$ cat config.mk
export PLATFORM = sky130hd
export DESIGN_NAME = simple_cpu
export DESIGN_NICKNAME = d
export VERILOG_FILES = /design/src/rtl/simple_cpu.sv
export SDC_FILE = /design/constraint.sdc
export NUM_CORES = 1
export LEC_CHECK = 0
export BUFFER_PORTS_ARGS = -buffer_cell sky130_fd_sc_hd__clkbuf_2
export CORE_ASPECT_RATIO = 0.75
export CORE_UTILIZATION = 41
export DETAILED_ROUTE_END_ITERATION = 8
export PLACE_DENSITY_LB_ADDON = 0.05
export SETUP_SLACK_MARGIN = 0.4
export SLEW_MARGIN = 0
export SYNTH_ARGS = -nofsm -noshare
export SYNTH_HDL_FRONTEND = slang
export SYNTH_SLANG_ARGS = --single-unit
$ cat constraint.sdc
create_clock -name CLK -period 3.03 [get_ports CLK]
set_input_delay 0.606 -clock CLK [delete_from_list [all_inputs] [get_ports CLK]]
set_output_delay 0.606 -clock CLK [all_outputs]
set_load 0.01 [all_outputs]
$ cat src/rtl/simple_cpu.sv
// Single-cycle 8-bit CPU: 32-bit PC, 8x8 register file, combinational ALU.
// Define BRANCH_JUMP_EN to enable the j (0x06) and beq (0x07) opcodes.
package simple_cpu_pkg;

  typedef enum logic [2:0] {
    ALU_IMM,
    ALU_MOV,
    ALU_ADD,
    ALU_SUB,
    ALU_AND,
    ALU_OR
  } alu_op_t;

  typedef struct packed {
    logic [7:0] op;
    logic [2:0] dest;
    logic [7:0] off;
    logic [2:0] src1;
    logic [2:0] src2;
    logic [7:0] imm;
  } dec_t;

  typedef struct packed {
    alu_op_t alu_op;
    logic    we;
    logic    jump;
    logic    branch;
  } ctl_t;

endpackage

module simple_cpu_regfile (
  input  logic       clk,
  input  logic       rst_n,
  input  logic       we,
  input  logic [2:0] waddr,
  input  logic [7:0] wdata,
  input  logic [2:0] raddr_a,
  input  logic [2:0] raddr_b,
  output logic [7:0] rdata_a,
  output logic [7:0] rdata_b
);

  logic [7:0] registers [0:7];

  // Reads see the pre-edge value; a same-cycle write lands next cycle.
  assign rdata_a = registers[raddr_a];
  assign rdata_b = registers[raddr_b];

  always_ff @(posedge clk) begin
    if (!rst_n) begin
      for (int i = 0; i < 8; i++) begin
        registers[i] <= 8'h00;
      end
    end else if (we) begin
      registers[waddr] <= wdata;
    end
  end

endmodule

module simple_cpu
  import simple_cpu_pkg::*;
#(
  parameter logic [31:0] RESET_PC = 32'd0
) (
  input  logic        CLK,
  input  logic        RESET,
  output logic [31:0] PC,
  input  logic [31:0] INSTRUCTION
);

  dec_t        d;
  ctl_t        ctl;
  logic [7:0]  rs1;
  logic [7:0]  rs2;
  logic [7:0]  alu_y;
  logic        alu_zero;
  logic [31:0] pc_seq;
  logic [31:0] pc_tgt;
  logic [31:0] pc_next;
  logic        take;
  logic        unused_bits;

  assign d.op   = INSTRUCTION[31:24];
  assign d.off  = INSTRUCTION[23:16];
  assign d.dest = INSTRUCTION[18:16];
  assign d.src1 = INSTRUCTION[10:8];
  assign d.src2 = INSTRUCTION[2:0];
  assign d.imm  = INSTRUCTION[7:0];

  assign unused_bits = ^INSTRUCTION[15:11];

  // Anything unrecognised (including X/Z) falls to the NOP default.
  always_comb begin
    ctl.alu_op = ALU_ADD;
    ctl.we     = 1'b0;
    ctl.jump   = 1'b0;
    ctl.branch = 1'b0;
    case (d.op)
      8'h00: begin
        ctl.alu_op = ALU_IMM;
        ctl.we     = 1'b1;
      end
      8'h01: begin
        ctl.alu_op = ALU_MOV;
        ctl.we     = 1'b1;
      end
      8'h02: begin
        ctl.alu_op = ALU_ADD;
        ctl.we     = 1'b1;
      end
      8'h03: begin
        ctl.alu_op = ALU_SUB;
        ctl.we     = 1'b1;
      end
      8'h04: begin
        ctl.alu_op = ALU_AND;
        ctl.we     = 1'b1;
      end
      8'h05: begin
        ctl.alu_op = ALU_OR;
        ctl.we     = 1'b1;
      end
`ifdef BRANCH_JUMP_EN
      8'h06: begin
        ctl.jump = 1'b1;
      end
      8'h07: begin
        ctl.alu_op = ALU_SUB;
        ctl.branch = 1'b1;
      end
`endif
      default: begin
        ctl.we = 1'b0;
      end
    endcase
  end

  simple_cpu_regfile register (
    .clk     (CLK),
    .rst_n   (RESET),
    .we      (ctl.we),
    .waddr   (d.dest),
    .wdata   (alu_y),
    .raddr_a (d.src1),
    .raddr_b (d.src2),
    .rdata_a (rs1),
    .rdata_b (rs2)
  );

  always_comb begin
    alu_y = 8'h00;
    unique case (ctl.alu_op)
      ALU_IMM: alu_y = d.imm;
      ALU_MOV: alu_y = rs2;
      ALU_ADD: alu_y = rs1 + rs2;
      ALU_SUB: alu_y = rs1 + (~rs2 + 8'd1);
      ALU_AND: alu_y = rs1 & rs2;
      ALU_OR:  alu_y = rs1 | rs2;
      default: alu_y = 8'h00;
    endcase
  end

  assign alu_zero = (alu_y == 8'h00);

  // Word offset, sign-extended and scaled to bytes.
  assign pc_seq  = PC + 32'd4;
  assign pc_tgt  = pc_seq + {{22{d.off[7]}}, d.off, 2'b00};
  assign take    = ctl.jump | (ctl.branch & alu_zero);
  assign pc_next = take ? pc_tgt : pc_seq;

  always_ff @(posedge CLK) begin
    if (!RESET) begin
      PC <= RESET_PC;
    end else begin
      PC <= pc_next;
    end
  end

endmodule

# [Yosys cells after proc, flatten, opt, wreduce, memory -nomap -nowiden]
# Index checks and enable logic that the tools add are counted.
[word_totals] ff_bits=32 latch_bits=0 mem_bits_rw=0 romBits=0 out_inout_bits=32 wordCells=2 memories=0
[classes] addsub=1 multipliers=0 n_div=0 n_lt_le_gt_ge=0 n_eq_ne=0 n_shift=0 mux=0 n_bitwise=0 reduce_logical=0
[op_table] cell="$add 32x3->32 const B" n=1

# [Longest topological paths before layout]
# Gate-level depths: netlist (run 1).
[logic_depth] word_depth=1 depth_mapped=6

# [Worst setup path before layout (run 1)]
# OpenSTA, ideal clock, no wires.
[synth_path] path_type="reg2reg" start="register PC[2]" end="register PC[26]" setup_time_ns=0.070 arrival_ns=1.607 required_time_ns=2.960 path_slack_ns=1.353 path_stages_with_launch=7 n_path_buf=1 period_less_slack_ns=1.677 path_cell_list="dfxtp_1 > ha_1 > and4_1 > buf_2 > nand4_2 > or3_1 > a21oi_1"
[synth_between] elab_chain_len=1
[synth_lines] item="start: declaration" line_no="69" rtl="output logic [31:0] PC,"
[synth_lines] item="start signal: assignment" line_no="177" rtl="PC <= pc_next;"
[synth_lines] item="$add 32x3->32" line_no="168" rtl="assign pc_seq = PC + 32'd4;"
# Every way passes these cells.
# A chain may end at the register's enable or synchronous reset.

# [Final worst setup path (run 1)]
[layout_path] start="register PC[2]" end="register PC[28]"
# The elaborated chain is that of the path after synthesis.

==> flow_metrics.env, run 1 <==
export IMPL_status="finished with violations"
export IMPL_violations="design-rule violations"
export IMPL_grt_overflow=0
export IMPL_critical_path_class="reg -> reg"
export IMPL_post_route_period_util_pct=63.2
export IMPL_ir_drop_uv=254
export IMPL_insertion_delay_ns=0.27
export IMPL_grt_max_degree=29
export IMPL_first_iter_violations=77
export IMPL_synth_edf_count=0
export IMPL_critPathCaptureType="register"
export IMPL_p_leak_uw=0.000645
export IMPL_r2r_end="PC[28]$_SDFF_PN0_"
export IMPL_vias_per_cell=5.64
export IMPL_whs_endpoint="PC[2]$_SDFF_PN0_"
export IMPL_maxCapViolCount=0
export IMPL_clock_sinks=30
export IMPL_reg2reg_slack_ns=1.12
export IMPL_cts_tree="done"
export IMPL_numCtsBuffers=5
export IMPL_largest_reg_flops=30
export IMPL_postRouteAntennaNets=0
export IMPL_start_kind="register"
export IMPL_postCtsSetupBuffers=0
export IMPL_multi_input_area_sq_um=792
export IMPL_synth_cell_types=30
export IMPL_num_fill_cells=343
export IMPL_detail_route_wirelength_microns=3310
export IMPL_cp_max_fo=9
export IMPL_hold_start="PC[2]$_SDFF_PN0_"
export IMPL_min_path_cells=1
export IMPL_reg_top3="PC (30)"
export IMPL_timing_final_crit_period_ns=1.91
export IMPL_globalplace_congestion=0.742
export IMPL_yosysTopAreaCell="dfxtp_1"
export IMPL_grt_antenna_before_repair=0
export IMPL_num_rows=18
export IMPL_cp_arrival_ns=2.12
export IMPL_cts_resized=0
export IMPL_drc=4
export IMPL_vias=1330
export IMPL_holdWs_ns=0.469
export IMPL_hold_viol=0
export IMPL_ys_warn_count=0
export IMPL_drive_gt1_share_pct=21.4
export IMPL_seq_area_frac_synth_pct=40.7
export IMPL_fin_nets=232
export IMPL_drt_wirelength_per_cell_microns=14.0
export IMPL_power_density_nw_per_um2=433
export IMPL_synthCells=168
export IMPL_htree_num_levels=2
export IMPL_slew_headroom_pct=66.1
export IMPL_grt_usage_pct=18.8
export IMPL_synth_common_cells="30 x dfxtp_1, 15 x a21oi_1, 13 x nor2_1, 11 x nand3_1"
export IMPL_first_pass_iters=6
export IMPL_setup_violations=0
export IMPL_finalSetupTns_ns=0
export IMPL_die_x_microns=71.2
export IMPL_yosys_area_top_type_share_pct=40.7
export IMPL_rsz0062_at_grt="false"
export IMPL_report_final_slew_viol_count=0
export IMPL_clk_pin_slew_ns=0.06
export IMPL_hp_class="reg -> reg"
export IMPL_regArea_sq_um=601
export IMPL_reg2reg_from="PC[2]$_SDFF_PN0_"
export IMPL_ioPinCount=66
export IMPL_die_area_sq_um=3840
export IMPL_die_h_microns=53.9
export IMPL_ctsHoldBuffers=0
export IMPL_clock_fmax_ghz=0.523
export IMPL_r2r_cells=5
export IMPL_top_register="PC"
export IMPL_clockRootBuffer="clkbuf_8"
export IMPL_grt_pass1_vias=1115
export IMPL_n_antenna_cell=0
export IMPL_ys_seq_elements=30
export IMPL_grt_pass1_wl_microns=5300
export IMPL_clk_path_buf_depth=2
export IMPL_core_sq_um=3360
export IMPL_avgSynthCellArea_sq_um=8.77
export IMPL_synth_most_common_cell="dfxtp_1"
export IMPL_skew_ns=0.00431
export IMPL_synth_ff_type="dfxtp_1"
export IMPL_syn_area_sq_um=1470
export IMPL_ys_top_cells_by_area="dfxtp_1 41%, xor2_1 5.3%, a21oi_1 5.1%"
export IMPL_async_reset_ff_share_pct=0
export IMPL_portBuffers=31
export IMPL_required_ns=3.23
export IMPL_hpwl_microns=2290
export IMPL_area_growth_pct=15.0
export IMPL_worst_pin_slew_ns=0.507
export IMPL_start_util_pct=43.9
[critical path, cell delays in order, from the launching register on]
cell	delay (ns)
dfxtp_1	0.38
ha_1	0.25
and4_1	0.39
nand4_2	0.26
nor4_1	0.34
mux2i_1	0.22
[metrics by stage]
step                      cell area [sq um]  setup slack (ns)  std cells  total power [uW]  utilization (%)
final                                  1700              1.12        236               735             50.5
after global routing                   1700             0.993        236               767             50.5
after CTS                              1700              1.13        236               749             50.5
after detailed placement               1610              1.14        230               430             48.1
after global placement                 1610              1.19        230               429             48.1
after floorplan                        1480              1.35        169               424                -
[layout by cell type (no fill, tap or decap), types with 5 or more instances in the layout]
master	n
clkbuf_2	31
dfxtp_1	30
a21oi_1	15
nor2_1	13
nand3_1	11
nand4_1	10
o21ai_0	10
or3_1	10
xor2_1	9
and4_1	8
nand2_1	8
clkbuf_8	6
o31ai_1	5
or4_1	5
and2_1	5
[area by class of cell]
cell class	count	share of cell area (%)
flip-flops and latches	30	35.4
repair buffers	31	9.15
multi-input cells	125	46.7
inverters	4	0.886
clock buffers	6	4.87
well taps	40	2.95
[worst max path at each step]
stage,from,endpoint,depth (start not counted)
after floorplan,PC[2]$_SDFF_PN0_,PC[26]$_SDFF_PN0_,6
after global placement,PC[2]$_SDFF_PN0_,PC[28]$_SDFF_PN0_,5
after detailed placement,PC[2]$_SDFF_PN0_,PC[28]$_SDFF_PN0_,5
after CTS,PC[2]$_SDFF_PN0_,PC[28]$_SDFF_PN0_,5
after global routing,PC[2]$_SDFF_PN0_,PC[28]$_SDFF_PN0_,5
final,PC[2]$_SDFF_PN0_,PC[28]$_SDFF_PN0_,5
[where the power goes]
group,switching [uW],internal [uW],total [uW]
registers,4.05,398,402
clock network,139,175,314
logic,13.1,5.84,19.0
[logic make-up (layout without fill, tap and decap cells)]
logic type | count (synthesis) | after routing | synth area share, %
buffers and inverters | 14 | 41 | 5.77
multiplexers | 1 | 1 | 0.679
AO/OA/AOI/OAI | 30 | 30 | 11.0
XOR/XNOR | 12 | 12 | 7.13
other | 1 | 2 | 0.254
AND/OR/NAND/NOR | 79 | 79 | 33.5
flip-flops | 30 | 30 | 40.7
adder cells (fa/ha/maj) | 1 | 1 | 0.849
[per-layer routing]
metal	track usage, %	routed length [microns]	up-vias
li1	-	-	669
met2	26.8	1390	26
met1	25.1	1760	631
met4	12.0	26	0
met3	5.24	137	4
met5	0	0	-
Power figures use the tool's default switching activity.
==> inputs of run 2 (changes only) <==
- ABC_AREA: default -> 1
- clock period: 3.03 -> 1.95 ns (I/O delays scaled with it)
==> run 2 against run 1 <==
The run now ends clean; maximum frequency increased by 37%; routed wire length increased by 6.5%; register-to-register slack got worse by 0.56 ns; hold slack got worse by 0.024 ns; largest power group unchanged; critical path type unchanged; clock power increased by 64%.
==> flow_metrics.env, run 2 <==
export IMPL_clock_fmax_ghz=0.715
export IMPL_cts_tree="done"
export IMPL_drive_gt1_share_pct=20.3
export IMPL_top_register="PC"
export IMPL_skew_ns=0.00606
export IMPL_cp_arrival_ns=1.57
export IMPL_vias_per_cell=4.55
export IMPL_post_route_period_util_pct=71.7
export IMPL_synth_ff_type="dfxtp_1"
export IMPL_synth_most_common_cell="nor2_1"
export IMPL_top_usage_layer="met1"
export IMPL_grt_antenna_before_repair=0
export IMPL_grt_usage_pct=20.0
export IMPL_clockRootBuffer="clkbuf_8"
export IMPL_utilization_pct=53.4
export IMPL_die_area_sq_um=3980
export IMPL_power_density_nw_per_um2=646
export IMPL_start_util_pct=44.6
export IMPL_clk_path_buf_depth=2
export IMPL_first_iter_violations=83
export IMPL_postRouteAntennaNets=0
export IMPL_setup_violations=0
export IMPL_max_stage_delay_ns=0.37
export IMPL_p_leak_uw=0.000732
export IMPL_status="finished clean"
export IMPL_ys_top_cells_by_area="dfxtp_1 39%, nor2_1 15%, nand2_1 15%"
export IMPL_grt_use_met3_pct=4.97
export IMPL_synthCells=234
export IMPL_finalSetupTns_ns=0
export IMPL_cp_num_buf_inv=0
export IMPL_ir_drop_uv=392
export IMPL_grt_pass1_vias=1238
export IMPL_drt_wirelength_per_cell_microns=11.0
export IMPL_path_cells="ha_1 > nand2_2 > nor2_1 > nand2_1 > nor2_4 > nand3_1 > nand2_1 > nor2_1"
export IMPL_final_cells=321
export IMPL_grt_max_degree=15
export IMPL_hold_viol=0
export IMPL_synth_common_cells="63 x nor2_1, 62 x nand2_1, 30 x dfxtp_1, 16 x inv_1, 15 x a21oi_1"
export IMPL_critPathCaptureType="register"
export IMPL_timing_final_crit_period_ns=1.40
export IMPL_maxCapViolCount=0
export IMPL_core_sq_um=3420
export IMPL_reg_top3="PC (30)"
export IMPL_start_kind="register"
export IMPL_num_fill_cells=369
export IMPL_die_x_microns=72.5
export IMPL_ys_seq_elements=30
export IMPL_cp_slowest_cell="dfxtp_1"
export IMPL_insertion_delay_ns=0.28
export IMPL_seq_area_frac_synth_pct=39.3
export IMPL_fin_nets=305
export IMPL_yosys_area_top_type_share_pct=39.3
export IMPL_required_ns=2.12
export IMPL_htree_num_levels=2
export IMPL_n_antenna_cell=0
export IMPL_synth_cell_types=22
export IMPL_layout_common_cells="62 x nand2_1, 62 x nor2_1, 31 x clkbuf_2"
export IMPL_async_reset_ff_share_pct=0
export IMPL_met2_usage_pct=27.7
export IMPL_grt_pass1_wl_microns=5820
export IMPL_synth_edf_count=0
export IMPL_die_h_microns=54.9
export IMPL_vias=1460
export IMPL_drc=0
export IMPL_postCtsSetupBuffers=0
export IMPL_portBuffers=31
export IMPL_syn_area_sq_um=1530
export IMPL_critical_path_class="reg -> reg"
export IMPL_use_met1_pct=29.9
export IMPL_clk_pin_slew_ns=0.06
export IMPL_num_rows=18
export IMPL_first_pass_iters=4
export IMPL_report_final_slew_viol_count=0
export IMPL_ys_warn_count=0
export IMPL_hpwl_microns=2760
export IMPL_largest_reg_flops=30
export IMPL_numCtsBuffers=5
export IMPL_clock_sinks=30
export IMPL_globalplace_congestion=0.799
export IMPL_crit_family="simple AND/OR/NAND/NOR gates"
export IMPL_rsz0062_at_grt="false"
export IMPL_yosysTopAreaCell="dfxtp_1"
export IMPL_area_growth_pct=19.7
export IMPL_detail_route_wirelength_microns=3530
export IMPL_hp_class="reg -> reg"
export IMPL_grt_overflow=0
export IMPL_ioPinCount=66
export IMPL_cp_max_fo=4
export IMPL_dp_cells=313
export IMPL_avgSynthCellArea_sq_um=6.53
## run 2: cell types whose count changed after synthesis, sizes merged, moves of 4 or more
cell,previous run,this run
inv,4,16
nand4,13,0
or3,10,0
xor2,9,4
o21ai,10,6
or4,5,0
and4,8,0
nand2,8,66
buf,10,3
nor2,13,72
o31ai,5,0
## run 2: cells by family after synthesis
kind of cell | share of synthesized area [%]
AND/OR/NAND/NOR | 44.0
flip-flops | 39.3
AO/OA/AOI/OAI | 7.86
buffers and inverters | 5.49
XOR/XNOR | 2.29
adder cells (fa/ha/maj) | 0.819
other | 0.245
## run 2: power breakdown
| part | internal (uW) | switching [uW] |
|---|---|---|
| Combinational | 14.6 | 26.2 |
| Clock | 284 | 232 |
| Sequential | 618 | 5.77 |
## run 2: final timing paths
kind / start / cells past startpoint / slack [ns] / to
worst max-delay path: PC[3]$_SDFF_PN0_ / 8 / 0.55 / PC[24]$_SDFF_PN0_
worst min-delay path: PC[2]$_SDFF_PN0_ / 1 / 0.45 / PC[2]$_SDFF_PN0_
worst max register to register: PC[3]$_SDFF_PN0_ / 8 / 0.55 / PC[24]$_SDFF_PN0_
worst min register to register: PC[2]$_SDFF_PN0_ / 1 / 0.45 / PC[2]$_SDFF_PN0_
## run 2: timing repair
action,4_1_cts,5_1_grt
hold buffers,0,0
resized for setup,0,2
endpoints found under the hold margin,0,0
setup endpoints to repair,0,3
## run 2: cell type report
| class | count | area (sq um) | area share (%) |
|---|---|---|---|
| well taps | 50 | 62.6 | 3.42 |
| multi-input cells | 185 | 850 | 46.5 |
| repair buffers | 32 | 163 | 8.90 |
| clock buffers | 7 | 86.3 | 4.72 |
| inverters | 16 | 60.1 | 3.29 |
| clock inverters | 1 | 5.00 | 0.274 |
| flip-flops and latches | 30 | 602 | 32.9 |
## run 2: worst reg2reg max path, cell delays in order, from the launching register on
cell and delay [ns]:
dfxtp_1 0.37, ha_1 0.20, nand2_2 0.10, nor2_1 0.16, nand2_1 0.14, nor2_4 0.16, nand3_1 0.08, nand2_1 0.06
nor2_1 0.03
## run 2: per-layer routing
| layer | wire length (microns) | vias to the layer above | part of all wire (%) |
|---|---|---|---|
| met5 | 0 | - | 0 |
| li1 | - | 803 | - |
| met2 | 1340 | 22 | 38 |
| met1 | 2080 | 633 | 59 |
| met4 | 13 | 0 | 0.37 |
| met3 | 96 | 2 | 2.7 |
## run 2: through the flow
stage	instance area (sq um)	hold slack [ns]	setup slack [ns]	power, uW
floorplan	1530	0.480	0.610	668
global placement	1730	0.462	0.508	679
detailed placement	1730	0.467	0.517	679
CTS	1820	0.456	0.511	1200
global route	1830	0.466	0.421	1230
finish	1830	0.445	0.552	1180
==> inputs of run 3 (changes only) <==
- clock period: 1.95 -> 1.2 ns (I/O delays scaled with it)
==> run 3 against run 2 <==
The flow now finishes with violations (negative setup slack); global-route usage increased by 2.0 points; clock skew grew 0.0020 ns; largest power group unchanged; largest cell class unchanged; highest routed layer unchanged; critical endpoint is now PC[22]$_SDFF_PN0_; setup slack worse by 0.65 ns; register-to-register slack lost 0.65 ns.
==> flow_metrics.env, run 3 (synthesis gave the netlist of run 2 again) <==
export IMPL_timing_final_crit_period_ns=1.30
export IMPL_globalplace_congestion=0.784
export IMPL_largest_reg_flops=30
export IMPL_power_density_nw_per_um2=743
export IMPL_vias_per_cell=4.66
export IMPL_cp_slowest_cell="dfxtp_4"
export IMPL_skew_ns=0.00810
export IMPL_start_util_pct=44.6
export IMPL_p_leak_uw=0.00105
export IMPL_ioPinCount=66
export IMPL_clockRootBuffer="clkbuf_8"
export IMPL_dp_cells=326
export IMPL_first_iter_violations=47
export IMPL_die_h_microns=54.9
export IMPL_hpwl_microns=2880
export IMPL_reg2reg_slack_ns=-0.10
export IMPL_final_cells=359
export IMPL_cp_max_fo=6
export IMPL_drive_gt1_share_pct=48.9
export IMPL_regArea_sq_um=686
export IMPL_grt_max_degree=17
export IMPL_reg_top3="PC (30)"
export IMPL_setup_violations=16
export IMPL_drt_wirelength_per_cell_microns=12.0
export IMPL_required_ns=1.37
export IMPL_hp_class="in -> reg"
export IMPL_detail_route_wirelength_microns=4300
export IMPL_area_growth_pct=66.3
export IMPL_maxCapViolCount=0
export IMPL_max_stage_delay_ns=0.37
export IMPL_drc=0
export IMPL_num_rows=18
export IMPL_numCtsBuffers=5
export IMPL_top_register="PC"
export IMPL_die_area_sq_um=3980
export IMPL_path_cells="ha_4 > nand2_4 > nor2_4 > nand2_4 > nor2_4 > nand3_2 > nand2_1 > nor2_1"
export IMPL_grt_pass1_vias=1405
export IMPL_min_path_cells=4
export IMPL_r2r_cells=8
export IMPL_hold_start="RESET"
export IMPL_insertion_delay_ns=0.28
export IMPL_ctsHoldBuffers=0
export IMPL_violations="negative setup slack"
export IMPL_multi_input_area_sq_um=1010
export IMPL_die_x_microns=72.5
export IMPL_rsz0062_at_grt="true"
export IMPL_clk_path_buf_depth=2
export IMPL_critical_path_class="reg -> reg"
export IMPL_grt_usage_pct=22.0
export IMPL_reg2reg_from="PC[3]$_SDFF_PN0_"
export IMPL_vias=1673
export IMPL_r2r_end="PC[22]$_SDFF_PN0_"
export IMPL_start_kind="register"
export IMPL_grt_pass1_wl_microns=6300
export IMPL_cts_tree="done"
export IMPL_postRouteAntennaNets=0
export IMPL_clk_pin_slew_ns=0.07
export IMPL_clock_fmax_ghz=0.768
export IMPL_hold_viol=0
export IMPL_n_antenna_cell=0
export IMPL_clock_sinks=30
export IMPL_post_route_period_util_pct=108
export IMPL_first_pass_iters=4
export IMPL_grt_antenna_before_repair=0
export IMPL_htree_num_levels=2
export IMPL_design_power_total_uw=1890
export IMPL_dpl_cell_area_sq_um=1950
export IMPL_design_area_sq_um=2540
export IMPL_layout_common_cells="53 x nand2_1, 48 x nor2_1, 35 x buf_6"
export IMPL_num_fill_cells=280
export IMPL_core_sq_um=3420
export IMPL_whs_endpoint="PC[9]$_SDFF_PN0_"
export IMPL_final_common_cell="nand2_1"
export IMPL_timing_final_ws_setup_ns=-0.102
export IMPL_report_final_slew_viol_count=0
export IMPL_cp_arrival_ns=1.47
export IMPL_fin_nets=343
export IMPL_portBuffers=31
export IMPL_status="finished with violations"
export IMPL_grt_overflow=0
export IMPL_critPathCaptureType="register"
export IMPL_ir_drop_uv=485
-- run 3: per-layer routing --
layer	wire, microns	GRT usage [%]
met1	2210	31.1
met2	1860	32.1
met3	184	4.97
met4	48	9.48
met5	0	0
-- run 3: worst max-delay path by stage --
stage / startpoint / end / slack [ns] / cells after the start
2_1_floorplan: PC[3]$_SDFF_PN0_ / PC[26]$_SDFF_PN0_ / 0.005 / 8
3_3_place_gp: PC[3]$_SDFF_PN0_ / PC[20]$_SDFF_PN0_ / -0.09 / 8
3_5_place_dp: PC[3]$_SDFF_PN0_ / PC[20]$_SDFF_PN0_ / -0.09 / 8
4_1_cts: PC[3]$_SDFF_PN0_ / PC[20]$_SDFF_PN0_ / -0.08 / 8
5_1_grt: PC[3]$_SDFF_PN0_ / PC[26]$_SDFF_PN0_ / -0.18 / 8
6_report: PC[3]$_SDFF_PN0_ / PC[22]$_SDFF_PN0_ / -0.10 / 8
-- run 3: power breakdown --
| part | internal (uW) | switching (uW) |
|---|---|---|
| logic | 57.6 | 58.1 |
| clock network | 412 | 381 |
| registers | 967 | 12.3 |
-- run 3: cell type report --
cell class                      instances  share of cell area [%]
Sequential cell                        30                    27.0
Tap cell                               50                    2.46
Multi-Input combinational cell        185                    39.8
Inverter                               16                    2.36
Clock buffer                            8                    3.15
Timing Repair Buffer                   70                    25.3
-- run 3: critical path, delay by kind of cell, from the launching register on --
family	cells	cell delay, ns
fa+ha+maj	1	0.15
simple gates	7	0.67
flops	1	0.37
-- run 3: repair_timing --
action,CTS,global route
setup buffers,16,9
resized for setup,28,75
setup endpoints to repair,58,59
pin swaps,4,7
endpoints found under the hold margin,0,0
-- run 3: per-stage QoR --
stage	hold WS (ns)	setup TNS [ns]	util, %	setup slack (ns)
3_3_place_gp	0.437	-0.291	56.9	-0.0927
6_report	0.336	-0.705	74.2	-0.102
5_1_grt	0.361	-2.26	74.2	-0.184
4_1_cts	0.336	-0.489	65.4	-0.0820
2_1_floorplan	0.371	0	-	0.00473
3_5_place_dp	0.437	-0.421	56.9	-0.0911
